$ cat config.mk
export PLATFORM = sky130hd
export DESIGN_NAME = ddr5_wr_amble_ctrl
export DESIGN_NICKNAME = d
export VERILOG_FILES = /design/src/rtl/ddr5_wr_pkg.sv /design/src/rtl/ddr5_wr_amble_ctrl_shift.sv /design/src/rtl/ddr5_wr_amble_ctrl.sv
export SDC_FILE = /design/constraint.sdc
export NUM_CORES = 1
export LEC_CHECK = 0
export ABC_AREA = 1
export BUFFER_PORTS_ARGS = -buffer_cell sky130_fd_sc_hd__buf_4
export CORE_MARGIN = 2
export CORE_UTILIZATION = 45
export CTS_BUF_LIST = sky130_fd_sc_hd__clkbuf_4 sky130_fd_sc_hd__clkbuf_8
export DETAILED_ROUTE_END_ITERATION = 7
export GPL_ROUTABILITY_DRIVEN = 0
export GPL_TIMING_DRIVEN = 0
export PLACE_DENSITY = 0.68
export SETUP_SLACK_MARGIN = 0.5
export SYNTH_ARGS = -nofsm -noshare
export SYNTH_HDL_FRONTEND = slang
export SYNTH_SLANG_ARGS = --single-unit
$ cat constraint.sdc
create_clock -name clk_i -period 1.8 [get_ports clk_i]
set_input_delay 0.18 -clock clk_i [delete_from_list [all_inputs] [get_ports clk_i]]
set_output_delay 0.18 -clock clk_i [all_outputs]
set_load 0.05 [all_outputs]
$ cat src/rtl/ddr5_wr_pkg.sv
// Shared types and constants for the DDR5 write amble controller.
// State/kind enums, preamble length table, DQS pair patterns.
package ddr5_wr_pkg;

  typedef enum logic [2:0] {
    A_IDLE,
    A_PRE,
    A_DATA,
    A_POST,
    A_INTER
  } amble_state_e;

  typedef enum logic [1:0] {
    PRE_2TCK = 2'b00,
    PRE_3TCK = 2'b01,
    PRE_4TCK = 2'b10,
    PRE_RSVD = 2'b11
  } pre_mode_e;

  typedef enum logic [1:0] {
    K_PRE,
    K_POST,
    K_INTER
  } amble_kind_e;

  // Indexed by pre_mode_i; the reserved code falls back to 2tCK.
  localparam logic [3:0][2:0] PRE_LEN = {
    3'd2, 3'd4, 3'd3, 3'd2
  };

  localparam logic [1:0] DQS_LO = 2'b00;
  localparam logic [1:0] DQS_HI = 2'b10;

  localparam int BEATS_BL16 = 8;
  localparam int BEATS_BL8  = 4;

  typedef struct packed {
    logic [1:0] pre_bits;
    logic       pre_valid;
    logic       pre_done;
    logic       post_done;
    logic [1:0] inter_bits;
    logic       inter_done;
    logic       burst_done;
    logic       wr_done;
    logic       crc_done;
  } amble_out_t;

endpackage

$ cat src/rtl/ddr5_wr_amble_ctrl_shift.sv
// Loadable down-counter plus DQS pattern mux for one amble slot.
// bits_o/last_o describe the slot emitted on this clock.
module ddr5_amble_shift
  import ddr5_wr_pkg::*;
#(
  parameter int CW = 4
) (
  input  logic          clk_i,
  input  logic          rst_i,
  input  logic          enable_i,
  input  logic          load_i,
  input  logic          step_i,
  input  logic [CW-1:0] len_i,
  input  logic [1:0]    kind_i,
  output logic [1:0]    bits_o,
  output logic          last_o
);

  logic [CW-1:0] cnt_q;
  logic [CW-1:0] rem;

  // Slots left including the one emitted now.
  assign rem    = load_i ? len_i : cnt_q;
  assign last_o = (rem <= CW'(1));

  // Pattern for the current slot, keyed on slots remaining.
  always_comb begin
    bits_o = DQS_LO;
    unique case (amble_kind_e'(kind_i))
      K_PRE:   bits_o = last_o ? DQS_HI : DQS_LO;
      K_POST:  bits_o = (rem == CW'(2)) ? DQS_HI : DQS_LO;
      K_INTER: bits_o = rem[0] ? DQS_HI : DQS_LO;
      default: bits_o = DQS_LO;
    endcase
  end

  // Count down one slot per emitted pattern.
  always_ff @(posedge clk_i) begin
    if (rst_i) begin
      cnt_q <= '0;
    end else if (enable_i && (load_i || step_i)) begin
      cnt_q <= last_o ? '0 : rem - CW'(1);
    end
  end

endmodule

$ cat src/rtl/ddr5_wr_amble_ctrl.sv
// DQS pre/post/interamble generator and data beat counter.
// Optional sticky protocol checker: define WR_AMBLE_ERR_EN.
module ddr5_wr_amble_ctrl
  import ddr5_wr_pkg::*;
#(
  parameter int pDRAM_SIZE = 4,
  parameter int pGAP_W     = 4,
  parameter int pINTER_MAX = 4
) (
  input  logic              clk_i,
  input  logic              rst_i,
  input  logic              enable_i,
  input  logic              wr_en_i,
  input  logic              preamble_state_i,
  input  logic              data_state_i,
  input  logic              interamble_valid_i,
  input  logic [1:0]        pre_mode_i,
  input  logic              post_mode_i,
  input  logic [1:0]        burstlength_i,
  input  logic              crc_generate_i,
  output logic [1:0]        preamble_bits_o,
  output logic              preamble_valid_o,
  output logic              preamble_done_o,
  output logic              postamble_done_o,
  output logic              interamble_o,
  output logic [1:0]        interamble_bits_o,
  output logic              interamble_done_o,
  output logic [pGAP_W-1:0] gap_o,
  output logic              data_burst_done_o,
  output logic              wrdata_done_o,
`ifdef WR_AMBLE_ERR_EN
  output logic              err_o,
`endif
  output logic              wrdata_crc_done_o
);

  localparam int CW = (pGAP_W > 3) ? pGAP_W : 3;

  wire unused_dram = (pDRAM_SIZE > 0);

  amble_state_e      state_q, state_d;
  amble_out_t        out_q, out_d;
  logic [2:0]        beat_q, beat_d;
  logic [pGAP_W-1:0] gap_q, gap_cap_q;
  logic              inter_q;
  logic              frz;
  logic              bl8;
  logic              sh_load, sh_step;
  logic [CW-1:0]     sh_len;
  amble_kind_e       sh_kind;
  logic [1:0]        sh_bits;
  logic              sh_last;

  assign bl8 = (burstlength_i == 2'b01);

  // Merge decision is frozen from A_DATA exit to amble exit.
  assign frz = (state_q == A_POST) ||
               (state_q == A_INTER) ||
               ((state_q == A_DATA) && interamble_valid_i);

  ddr5_amble_shift #(
    .CW(CW)
  ) u_shift (
    .clk_i    (clk_i),
    .rst_i    (rst_i),
    .enable_i (enable_i),
    .load_i   (sh_load),
    .step_i   (sh_step),
    .len_i    (sh_len),
    .kind_i   (sh_kind),
    .bits_o   (sh_bits),
    .last_o   (sh_last)
  );

  // Next state, shifter control and next registered outputs.
  always_comb begin
    state_d = state_q;
    out_d   = '0;
    beat_d  = beat_q;
    sh_load = 1'b0;
    sh_step = 1'b0;
    sh_len  = '0;
    sh_kind = K_PRE;
    unique case (state_q)
      A_IDLE: begin
        if (preamble_state_i) begin
          sh_load = 1'b1;
          sh_len  = CW'(PRE_LEN[pre_mode_i]);
          state_d = A_PRE;
        end
      end
      A_PRE: begin
        sh_step = 1'b1;
      end
      A_DATA: begin
        if (interamble_valid_i) begin
          sh_load = 1'b1;
          beat_d  = '0;
          if (inter_q) begin
            sh_kind = K_INTER;
            sh_len  = (gap_cap_q == '0) ?
                      CW'(1) : CW'(gap_cap_q);
            state_d = A_INTER;
          end else begin
            sh_kind = K_POST;
            sh_len  = post_mode_i ? CW'(2) : CW'(1);
            state_d = A_POST;
          end
        end else if (data_state_i) begin
          out_d.burst_done = bl8 &&
            (beat_q == 3'(BEATS_BL8 - 1));
          out_d.wr_done = crc_generate_i &&
            (beat_q == 3'(BEATS_BL16 - 1));
          out_d.crc_done = !crc_generate_i &&
            (beat_q == 3'(BEATS_BL16 - 1));
          beat_d = beat_q + 3'd1;
        end
      end
      A_POST: begin
        sh_step = 1'b1;
        sh_kind = K_POST;
      end
      A_INTER: begin
        sh_step = 1'b1;
        sh_kind = K_INTER;
      end
      default: state_d = A_IDLE;
    endcase
    // Postamble shares the interamble DQS pair.
    if (sh_load || sh_step) begin
      unique case (sh_kind)
        K_PRE: begin
          out_d.pre_bits  = sh_bits;
          out_d.pre_valid = 1'b1;
          out_d.pre_done  = sh_last;
          if (sh_last) state_d = A_DATA;
        end
        K_POST: begin
          out_d.inter_bits = sh_bits;
          out_d.post_done  = sh_last;
          if (sh_last) state_d = A_IDLE;
        end
        K_INTER: begin
          out_d.inter_bits = sh_bits;
          out_d.inter_done = sh_last;
          if (sh_last) state_d = A_DATA;
        end
        default: ;
      endcase
    end
  end

  // State, output, beat and gap registers.
  always_ff @(posedge clk_i) begin
    if (rst_i) begin
      state_q   <= A_IDLE;
      out_q     <= '0;
      beat_q    <= '0;
      gap_q     <= '0;
      gap_cap_q <= '0;
      inter_q   <= 1'b0;
    end else if (enable_i) begin
      state_q <= state_d;
      out_q   <= out_d;
      beat_q  <= beat_d;
      if (wr_en_i) begin
        gap_q <= '0;
      end else if (gap_q != '1) begin
        gap_q <= gap_q + pGAP_W'(1);
      end
      if (!frz) begin
        inter_q   <= wr_en_i &&
                     (int'(gap_q) <= pINTER_MAX);
        gap_cap_q <= gap_q;
      end
    end
  end

`ifdef WR_AMBLE_ERR_EN
  logic err_q;

  // Sticky flag for out-of-order FSM state inputs.
  always_ff @(posedge clk_i) begin
    if (rst_i) begin
      err_q <= 1'b0;
    end else if (enable_i) begin
      if ((data_state_i &&
           ((state_q == A_IDLE) ||
            (state_q == A_PRE))) ||
          (preamble_state_i &&
           (state_q == A_DATA)) ||
          (pre_mode_e'(pre_mode_i) == PRE_RSVD)) begin
        err_q <= 1'b1;
      end
    end
  end

  assign err_o = err_q;
`endif

  assign preamble_bits_o   = out_q.pre_bits;
  assign preamble_valid_o  = out_q.pre_valid;
  assign preamble_done_o   = out_q.pre_done;
  assign postamble_done_o  = out_q.post_done;
  assign interamble_o      = inter_q;
  assign interamble_bits_o = out_q.inter_bits;
  assign interamble_done_o = out_q.inter_done;
  assign gap_o             = gap_q;
  assign data_burst_done_o = out_q.burst_done;
  assign wrdata_done_o     = out_q.wr_done;
  assign wrdata_crc_done_o = out_q.crc_done;

endmodule

==> reports/qor.csv <==
metric,value,unit
fin_area,2660,um2
crit_arrival,2.09,ns
async_flop_share,0,
layout_setup_ws,-0.0855,ns
critPathBufInv,1,
antenna_found_initial,0,
grt_pass1_vias,1561,
hold_buffers,0,
hold_viol,0,
vias_per_cell,5.12,
antenna_cells,0,
cp.required,2.00,ns
drcViolationCount,0,
synthesis.area,1730,um2
finalWirelength,4820,um
path_cells,"nor2_4, o211ai_1, nand3_2, inv_1, ha_2, or2_4, nand2_4, nand2_1, nand2_1, nand2_1, a21oi_2",
dp_slack,-0.113,ns
die_h,66.0,um
grt.overflow.total,0,
grt_max_degree,16,
initial_core_util,0.469,
fin_util,0.722,
netlist.area_leader.share,0.324,
ys_top_cells_by_count,"53 x nand2_1, 34 x inv_1, 28 x dfxtp_1",
num_io_pins,29,
cpPeakStageDelay,0.39,ns
clkLatencyLatePin,0.27,ns
dp_hpwl,2910,um
clk_pin_slew,0.09,ns
synth-seq-cells,28,
violations,negative setup slack,
ant_nets,0,
hp-class,input pin to flip-flop,
drt_first_iter_violations,143,
vias,1837,
clk_path_buf_depth,2,
finalClockSkew,0.00577,ns
path_delay_family,simple AND/OR/NAND/NOR gates,
critPathLaunchType,flip-flop,
io_buffers,24,
wl_per_cell,13.4,um
rsz0062_at_grt,yes,
cts-root-buf,clkbuf_8,
dieArea,4350,um2
fin_crit_sh,1.05,
worstSetupPathType,flip-flop to flip-flop,
grt_use_total,0.203,
netlist_instances,251,
cp_common_cell,nand2_1,
layout.nets,337,
critPathMaxFanout,6,
leakagePower,1.17,nW
syn_area_per_cell,6.89,um2
cts_tree,yes,
grt_pass1_wl,6930,um
fin_crit,1.89,ns
maxClockFrequency,0.530,GHz
synth_top_flop_cell,dfxtp_1,
synth-edff-count,0,
synthTopCellsByArea,"dfxtp_1 32%, nand2_1 12%, ha_1 8.7%, a21oi_1 7.8%, nand3_1 7.8%",
drv_cap,0,
status,finished with violations,
crit_path_end_kind,flip-flop,
firstDrtPassIters,4,
fp.dieW,66.0,um
ys_seq_area_frac,0.324,
cp_slowest_cell,dfxtp_4,
yosys_warnings,0,
syn2layout_area_growth,53.9,%
clock-sinks,28,
synth_cell_types,29,
power.density,684,nW/um2
placed_cell_area,2060,um2
drv_slew,0,
htreeDepth,1,
core_area,3690,um2
stdcell_count,359,
dp.cells,324,
fin_hold_ws,0.136,ns
rows,22,
vdd_drop_max,0.409,mV
finalSetupViolCount,5,
cts_buffers,3,
synth_top_area_cell,dfxtp_1,
synth.most_common_cell,nand2_1,
drive_gt1_frac,0.463,
## sequential cells by signal (all words and copies together), names as in the netlist, 3 cells and up
signal	flops
beat_q	3
gap_cap_q	4
gap_o	4
state_q	3
u_shift.cnt_q	4
## worst reg2reg max path, cell delays in order, from the launching register on
cell and delay, ns:
dfxtp_4 0.39, nor2_4 0.20, o211ai_1 0.17, nand3_2 0.12, inv_1 0.09, ha_2 0.18
or2_4 0.28, nand2_4 0.09, nand2_1 0.06, nand2_1 0.06, nand2_1 0.07, a21oi_2 0.13
## repair_timing
action	CTS	global route
pin swaps	24	17
buffers inserted	18	13
resized for setup	35	43
endpoints found under the setup margin	21	23
## cells in the final DEF, fill, tap and decap left out, drive strengths merged
cell,count
a211oi,1
a21oi,28
and3,1
buf,60
clkbuf,5
conb,2
dfxtp,28
dlygate4sd1,1
ha,12
inv,36
nand2,58
nand3,29
nand4,7
nor2,25
nor3,1
o2111ai,1
o211a,1
o211ai,1
o21ai,11
o31ai,1
or2,2
## logic make-up after synthesis
group | share of synthesized area
flops | 0.324
simple gates | 0.338
fa+ha+maj | 0.0868
buf+inv | 0.110
other cells | 0.00217
compound gates | 0.139
## layout make-up
cell class | count | area [um2]
Sequential cell | 28 | 586
Clock buffer | 4 | 55.1
Tap cell | 48 | 60.1
Timing Repair Buffer | 55 | 443
Inverter | 36 | 143
Multi-Input combinational cell | 181 | 1320
Buffer | 7 | 55.1
Fill cell | 280 | 1030
## power breakdown
| part | internal, mW | switching [mW] |
|---|---|---|
| registers | 0.658 | 0.0445 |
| logic | 0.311 | 0.428 |
| clock network | 0.195 | 0.185 |
| total | 1.16 | 0.657 |
## worst paths after layout
kind	start	endpoint	slack (ns)	cells past startpoint
hold reg to reg	beat_q[1]	beat_q[1]	0.47	2
hold / removal	enable_i	state_q[0]	0.14	2
setup reg to reg	state_q[0]	state_q[1]	-0.09	11
setup / recovery	state_q[0]	state_q[1]	-0.09	11
## metrics by stage
stage | setup TNS, ns | total power, mW
after global placement | -0.671 | 1.19
after detailed placement | -0.852 | 1.19
after global routing | -1.47 | 1.92
after floorplan | 0 | 1.08
final | -0.294 | 1.82
after CTS | -0.0533 | 1.70
## per-layer routing
metal | global-route usage | wire length [um]
met1 | 0.294 | 2240
met2 | 0.327 | 2290
met3 | 0.0204 | 176
met4 | 0.0383 | 118
met5 | 0 | 0
Note: power is estimated with default switching activity, not from simulation.
